### config.mk
export PLATFORM = sky130hd
export DESIGN_NAME = scan_ctrl
export DESIGN_NICKNAME = d
export VERILOG_FILES = /design/src/rtl/scan_ctrl.sv
export SDC_FILE = /design/constraint.sdc
export NUM_CORES = 1
export LEC_CHECK = 0
export ABC_AREA = 1
export ABC_CLOCK_PERIOD_IN_PS = 3080
export BUFFER_PORTS_ARGS = -buffer_cell sky130_fd_sc_hd__buf_4
export CELL_PAD_IN_SITES_DETAIL_PLACEMENT = 0
export CELL_PAD_IN_SITES_GLOBAL_PLACEMENT = 1
export CORE_UTILIZATION = 30
export DETAILED_ROUTE_END_ITERATION = 8
export PLACE_DENSITY_LB_ADDON = 0.05
export RECOVER_POWER = 100
export SLEW_MARGIN = 15
export SYNTH_ARGS = -nofsm -noshare
export SYNTH_HDL_FRONTEND = slang
export SYNTH_SLANG_ARGS = --single-unit
### constraint.sdc
create_clock -name C -period 3.08 [get_ports C]
set_input_delay 0.154 -clock C [delete_from_list [all_inputs] [get_ports C]]
set_output_delay 0.154 -clock C [all_outputs]
set_load 0.05 [all_outputs]
### src/rtl/scan_ctrl.sv
// Scan chain sequencer: shifts a pattern in, pulses one capture, shifts the response out.
// Latency: done pulses 2*CHAIN_LEN+2 cycles after start is sampled; every output is registered.
// No backpressure: start is taken only in IDLE and dropped while busy; abort returns to IDLE on the next edge.
// Optional build macro SCAN_CTRL_COMPARE_EN adds the expected input and the sticky fail output.
module scan_ctrl #(
    parameter int CHAIN_LEN = 16
) (
    input  logic                 C,
    input  logic                 R,
    input  logic                 start,
    input  logic                 abort,
    input  logic [CHAIN_LEN-1:0] pattern,
    input  logic                 scan_out,
    output logic                 scan_en,
    output logic                 scan_in,
    output logic                 cap_en,
    output logic                 busy,
    output logic                 done,
    output logic [CHAIN_LEN-1:0] result
`ifdef SCAN_CTRL_COMPARE_EN
    ,
    input  logic [CHAIN_LEN-1:0] expected,
    output logic                 fail
`endif
);

    // Counter only has to reach CHAIN_LEN-1; sized for CHAIN_LEN so it can never wrap.
    localparam int CW = $clog2(CHAIN_LEN + 1);
    localparam logic [CW-1:0] CNT_LAST = CW'(CHAIN_LEN - 1);

    typedef enum logic [2:0] {
        IDLE      = 3'd0,
        SHIFT_IN  = 3'd1,
        CAPTURE   = 3'd2,
        SHIFT_OUT = 3'd3,
        DONE      = 3'd4
    } state_t;

    state_t                 state_q, state_d;
    logic [CW-1:0]          cnt_q, cnt_d;
    logic [CHAIN_LEN-1:0]   sreg_q, sreg_d;
    logic [CHAIN_LEN-1:0]   result_q, result_d;
    logic                   scan_en_q, scan_en_d;
    logic                   scan_in_q, scan_in_d;
    logic                   cap_en_q, cap_en_d;
    logic                   busy_q, busy_d;
    logic                   done_q, done_d;
`ifdef SCAN_CTRL_COMPARE_EN
    logic                   fail_q, fail_d;
`endif

    // Next state plus the output values that go with it, so outputs come straight from flops.
    always_comb begin
        state_d   = state_q;
        cnt_d     = cnt_q;
        sreg_d    = sreg_q;
        result_d  = result_q;
        scan_en_d = 1'b0;
        scan_in_d = 1'b0;
        cap_en_d  = 1'b0;
        busy_d    = 1'b0;
        done_d    = 1'b0;
`ifdef SCAN_CTRL_COMPARE_EN
        fail_d    = fail_q;
`endif
        case (state_q)
            IDLE: begin
                if (start) begin
                    // Bit 0 goes out in the first SHIFT_IN cycle, the rest wait in sreg.
                    state_d   = SHIFT_IN;
                    cnt_d     = '0;
                    sreg_d    = pattern >> 1;
                    scan_in_d = pattern[0];
                    scan_en_d = 1'b1;
                    busy_d    = 1'b1;
                end
            end
            SHIFT_IN: begin
                busy_d = 1'b1;
                if (cnt_q == CNT_LAST) begin
                    state_d  = CAPTURE;
                    cnt_d    = '0;
                    cap_en_d = 1'b1;
                end else begin
                    cnt_d     = cnt_q + CW'(1);
                    scan_en_d = 1'b1;
                    scan_in_d = sreg_q[0];
                    sreg_d    = sreg_q >> 1;
                end
            end
            CAPTURE: begin
                state_d   = SHIFT_OUT;
                cnt_d     = '0;
                scan_en_d = 1'b1;
                busy_d    = 1'b1;
            end
            SHIFT_OUT: begin
                busy_d   = 1'b1;
                // Shift in from the top: after CHAIN_LEN samples the first one sits in bit 0.
                result_d = {scan_out, result_q[CHAIN_LEN-1:1]};
                if (cnt_q == CNT_LAST) begin
                    state_d = DONE;
                    cnt_d   = '0;
                    done_d  = 1'b1;
`ifdef SCAN_CTRL_COMPARE_EN
                    fail_d  = (result_d != expected);
`endif
                end else begin
                    cnt_d     = cnt_q + CW'(1);
                    scan_en_d = 1'b1;
                end
            end
            DONE: begin
                state_d = IDLE;
            end
            default: begin
                state_d = IDLE;
            end
        endcase

        // Abort wins over everything in a busy state; result keeps whatever it has so far.
        if (abort && (state_q != IDLE)) begin
            state_d   = IDLE;
            cnt_d     = '0;
            sreg_d    = sreg_q;
            result_d  = result_q;
            scan_en_d = 1'b0;
            scan_in_d = 1'b0;
            cap_en_d  = 1'b0;
            busy_d    = 1'b0;
            done_d    = 1'b0;
`ifdef SCAN_CTRL_COMPARE_EN
            fail_d    = fail_q;
`endif
        end
    end

    // State and output registers, cleared asynchronously by R.
    always_ff @(posedge C or posedge R) begin
        if (R) begin
            state_q   <= IDLE;
            cnt_q     <= '0;
            sreg_q    <= '0;
            result_q  <= '0;
            scan_en_q <= 1'b0;
            scan_in_q <= 1'b0;
            cap_en_q  <= 1'b0;
            busy_q    <= 1'b0;
            done_q    <= 1'b0;
`ifdef SCAN_CTRL_COMPARE_EN
            fail_q    <= 1'b0;
`endif
        end else begin
            state_q   <= state_d;
            cnt_q     <= cnt_d;
            sreg_q    <= sreg_d;
            result_q  <= result_d;
            scan_en_q <= scan_en_d;
            scan_in_q <= scan_in_d;
            cap_en_q  <= cap_en_d;
            busy_q    <= busy_d;
            done_q    <= done_d;
`ifdef SCAN_CTRL_COMPARE_EN
            fail_q    <= fail_d;
`endif
        end
    end

    assign scan_en = scan_en_q;
    assign scan_in = scan_in_q;
    assign cap_en  = cap_en_q;
    assign busy    = busy_q;
    assign done    = done_q;
    assign result  = result_q;
`ifdef SCAN_CTRL_COMPARE_EN
    assign fail    = fail_q;
`endif

endmodule

# After elaboration in Yosys (flattened, before gate mapping)
# Index checks and enable logic that the tools add are counted.
# W data, S select, Z words.
# totals
reg_bits,45
latchBits,0
ramBits,0
mem_bits_ro,0
input_bits,21
out_inout_bits,21
word_cells,58
mem_count,0
# op_classes
n_addsub,1
multipliers,0
n_div,0
n_lt_le_gt_ge,0
n_eq_ne,9
shift,0
muxes,27
bitwise,1
n_reduce_logical,11
# op_table
cell,count
$mux W16,2
$pmux W16 S2,1
$mux W5,3
$pmux W5 S3,1
$mux W1,12
$mux W3,4
$pmux W3 S4,1
$ne A3 B3 Y1 const B,3
$eq A3 B2 Y1 const B,2
$add A5 B1 Y5 const B,1
$eq A5 B4 Y1 const B,1
$ne A2 B2 Y1 const B,2
$pmux W1 S2,2
$reduce_and A2 Y1,2
$reduce_and A4 Y1,1
$reduce_bool A4 Y1,1
$eq A3 B1 Y1 const B,1
$logic_not A3 Y1,1
$pmux W1 S3,1
$reduce_and A3 Y1,1
$reduce_bool A3 Y1,1
$reduce_or A3 Y1,1
$reduce_bool A2 Y1,1
$reduce_or A2 Y1,1
other kinds (2),2

# Depth between registers and ports, before layout
# depth
ltp_word,4
depth_mapped,8
ltp_nobuf,7

# Worst setup path after synthesis
# Ideal clock, no wire load.
# synth_path
path_type,register to register
start,register cnt_q[0]
end,register sreg_q[7]
setup_time_ps,117
arrival_time_ps,1242
required_time_ps,2963
slack_ps,1721
stages_incl_launch_ff,8
path_buffers,1
period_less_slack_ps,1359
path_cell_list,dfrtp_1 -> ha_1 -> nand4_1 -> nor2_2 -> nor2_4 -> buf_6 -> nand3_1 -> nand2_1
# synth_via
elab_chain_cells,3
# synth_lines
element,line_no,rtl
from (decl),40,"logic [CW-1:0] cnt_q, cnt_d;"
from (signal assigned),155,cnt_q <= cnt_d;
$eq A5 B4 Y1,80,if (cnt_q == CNT_LAST) begin
$ne A2 B2 Y1 (no line),--,
$reduce_and A4 Y1 (no line),--,
to (signal assigned),156,sreg_q <= sreg_d;
to (decl),41,"logic [CHAIN_LEN-1:0] sreg_q, sreg_d;"
# Every way passes these cells.
# A chain may end at the register's enable or synchronous reset.

# Worst setup path after layout
# layout_path
start,register state_q[1]
end,register sreg_q[1]
# layout_via
elab_chain_cells,4
word_cells_on_any_way,10
cone_classes,3 x eq/ne; 1 x mux; 1 x bitwise; 5 x reduce/logical
# layout_lines
element,line_no,rtl
from (decl),39,"state_t state_q, state_d;"
from (signal assigned),154,state_q <= state_d;
"parallel branches: the longest is 4 deep, another holds $reduce_and A4 Y1",--,
# Several ways; the timed one is not identified.

==> metrics.md <==
| Metric | Value |
|---|---|
| Run status | `completed` |
| Critical path arrival | `2.28 ns` |
| Initial antenna violation count | `0` |
| Comb pwr share | `42.8%` |
| CTS tree | `built` |
| Leakage power | `1.31 nW` |
| Syn Inst Count | `257` |
| Cell Rows | `30` |
| CTS H-tree depth | `2` |
| Peak Freq | `480 MHz` |
| Final Hold Fails | `0` |
| I/O Pins | `42` |
| Total CTS buffers | `5` |
| Setup Buffers After CTS | `0` |
| Critical Path Sink Type | `flop` |
| DRT Pass-1 Iters | `4` |
| Die Wd | `85.4 um` |
| Headroom to the max-slew limit | `18.8%` |
| WP buf/inv | `1` |
| Initial core utilization | `30.9%` |
| Share of cells above drive strength 1 | `14.3%` |
| Max VDD drop | `321 uV` |
| Drt via density | `4.66` |
| CP max stage delay | `0.72 ns` |
| Routed vias | `1771` |
| Mapped Nets | `279` |
| Area Overhead vs Synth | `18.3%` |
| Max-cap check violation count | `0` |
| Worst-path clk slew | `0.09 ns` |
| Most frequent cells in the layout | `nand2_1, dfrtp_1, nand3_1` |
| DRT antenna net count | `0` |
| CP top delay family | `simple AND/OR/NAND/NOR gates` |
| Syn Std Cell Area | `2090 um2` |
| Maximum root-to-sink buffer count | `2` |
| Total routed wirelength | `4.97 mm` |
| Post-synthesis register bit count | `44` |
| Final Setup Violations | `0` |
| Setup CP Type | `reg -> reg` |
| Synthesis warning total | `0` |
| Hold Path Class | `in -> reg` |
| Clock power frac | `19.9%` |
| Clock root cell | `clkbuf_8` |
| Initial DRC count | `107` |
| RSZ-0062 raised after global routing | `no` |
| IO buf count | `41` |
| Global route overflow | `0` |
| Reg power frac | `37.2%` |
| Commonest non-fill, non-tap cell in the layout | `nand2_1` |
| Diode count | `0` |
| Clock skew | `0.00649 ns` |
| Final Slew Violations | `0` |
| Required time worst endpoint | `3.28 ns` |
| Critical path's slowest cell | `clkbuf_1` |
| Gr usage total | `15.3%` |
| Vias in the first global route | `1757` |
| Sequential area share after synthesis | `52.8%` |
| Gpl congestion | `0.774` |
| Final setup TNS | `0 ns` |
| Syn avg cell area | `8.12 um2` |
| Startpoint Class | `flop` |
| Final period util | `67.6%` |
| Critical-path cell list | `clkbuf_1 -> nor2_4 -> nand2_1 -> nand3_4 -> nand2_1 -> nand2_1` |
| CP max FO | `20` |
| Sw Pwr | `0.00104 W` |
| Sw frac | `45.7%` |
| Routed len/inst | `13.1 um` |
| Largest net degree at the start of global routing | `24` |
| Sink Count | `44` |
| DRC viols | `0` |
| Most common cell on crit path | `nand2_1` |
| Internal | `0.00124 W` |
| Resize count post-CTS | `0` |
| Worst-margin pin slew | `1.22 ns` |
| Chip Height | `85.4 um` |
| Clock latency on the worst-skew pair | `0.31 ns` |
| Final HPWL DP | `3.29 mm` |
| Power per cell area | `924 nW/um2` |
| Die area | `7290 um2` |
| Period minus WS final | `2.08 ns` |
| NumNets Final | `321` |
| First-pass GRT wire length | `8.65 mm` |
| Synth unique cells | `23` |
| Total chip power | `0.00228 W` |
| Core area | `6760 um2` |
## power groups by stage
stage / sequential, W / clock (W) / combinational, W
floorplan: 0.00103 / 0 / 0.000636
global placement: 0.000866 / 0 / 0.00107
detailed placement: 0.000863 / 0 / 0.00106
CTS: 0.000854 / 0.000466 / 0.00107
global route: 0.000875 / 0.000491 / 0.00111
finish: 0.000849 / 0.000455 / 0.000978
## sequential cells by signal (all words and copies together) (netlist names)
register,count
cap_en,1
state_q,3
cnt_q,5
sreg_q,15
result,16
busy,1
done,1
scan_in,1
scan_en,1
## cell families (layout without fill, tap and decap cells)
group / count (synthesis) / count (layout) / synth area share [%]
flip-flops: 44 / 44 / 52.8
AND/OR/NAND/NOR: 182 / 182 / 38.5
buffers and inverters: 19 / 62 / 4.92
AO/OA/AOI/OAI: 11 / 11 / 3.18
adder cells (fa/ha/maj): 1 / 1 / 0.599
## layout make-up
type | instances | area [um2]
clock buffers | 5 | 68.8
multi-input cells | 194 | 870
clock inverters | 3 | 42.5
fillers | 740 | 4290
inverters | 9 | 33.8
flip-flops and latches | 44 | 1100
repair buffers | 45 | 254
well taps | 80 | 100
## synth_stat cells
master	instances	share of area, %
inv_1	5	0.90
nand3_1	35	8.4
nor2_1	7	1.3
buf_1	1	0.18
nor2_4	4	2.2
inv_2	4	0.72
buf_4	3	1.1
buf_2	4	0.96
a21oi_4	1	0.78
nand2_2	4	1.2
nor3_1	1	0.24
buf_6	2	1.1
nand4_1	4	1.2
dfrtp_1	44	53
nor2_2	1	0.30
or2_2	1	0.30
o21ai_0	5	1.2
nand3b_2	1	0.54
o21ai_1	1	0.24
nand3_4	1	0.84
nand2_1	123	22
ha_1	1	0.60
a21oi_1	4	0.96
## through the flow
| step | instance area, um2 | utilization (%) | worst slack, ns | cells | hold slack, ns |
|---|---|---|---|---|---|
| global route | 2470 | 36.6 | 0.662 | 380 | 0.0670 |
| floorplan | 2090 | - | 1.72 | 257 | 0.220 |
| CTS | 2570 | 38.0 | 1.28 | 380 | 0.0654 |
| finish | 2470 | 36.6 | 0.997 | 380 | 0.0703 |
| detailed placement | 2450 | 36.2 | 1.31 | 371 | 0.264 |
| global placement | 2450 | 36.2 | 1.29 | 371 | 0.268 |
## routing by layer
layer  part of all wire [%]  vias to the layer above  GRT usage (%)  routed length (um)
met5                      0                        -              0                   0
met4                    1.8                        0           6.36                  90
met3                    3.5                        7           3.02                 174
met2                     46                       39           24.3                2290
met1                     49                      824           20.5                2420
li1                       -                      901              -                   -
## path summary, 6_finish.rpt
check                                       start               endpoint  slack, ns  cells after the start
setup / recovery           state_q[1]$_DFFE_PP0P_  sreg_q[1]$_DFFE_PP0P_        1.0                      6
hold / removal                              abort       cap_en$_DFF_PP0_       0.07                      2
setup reg to reg           state_q[1]$_DFFE_PP0P_  sreg_q[1]$_DFFE_PP0P_        1.0                      6
hold reg to reg             sreg_q[9]$_DFFE_PP0P_  sreg_q[9]$_DFFE_PP0P_       0.48                      2
max in group asynchronous                       R  sreg_q[3]$_DFFE_PP0P_       1.10                      4
min in group asynchronous                       R  result[2]$_DFFE_PP0P_       0.46                      3
## what timing repair did
item / 4_1_cts / 5_1_grt
endpoints found under the setup margin: 0 / 0
hold buffers: 1 / 0
endpoints found under the hold margin: 22 / 0
No activity file was read; power rests on OpenSTA's default activity.
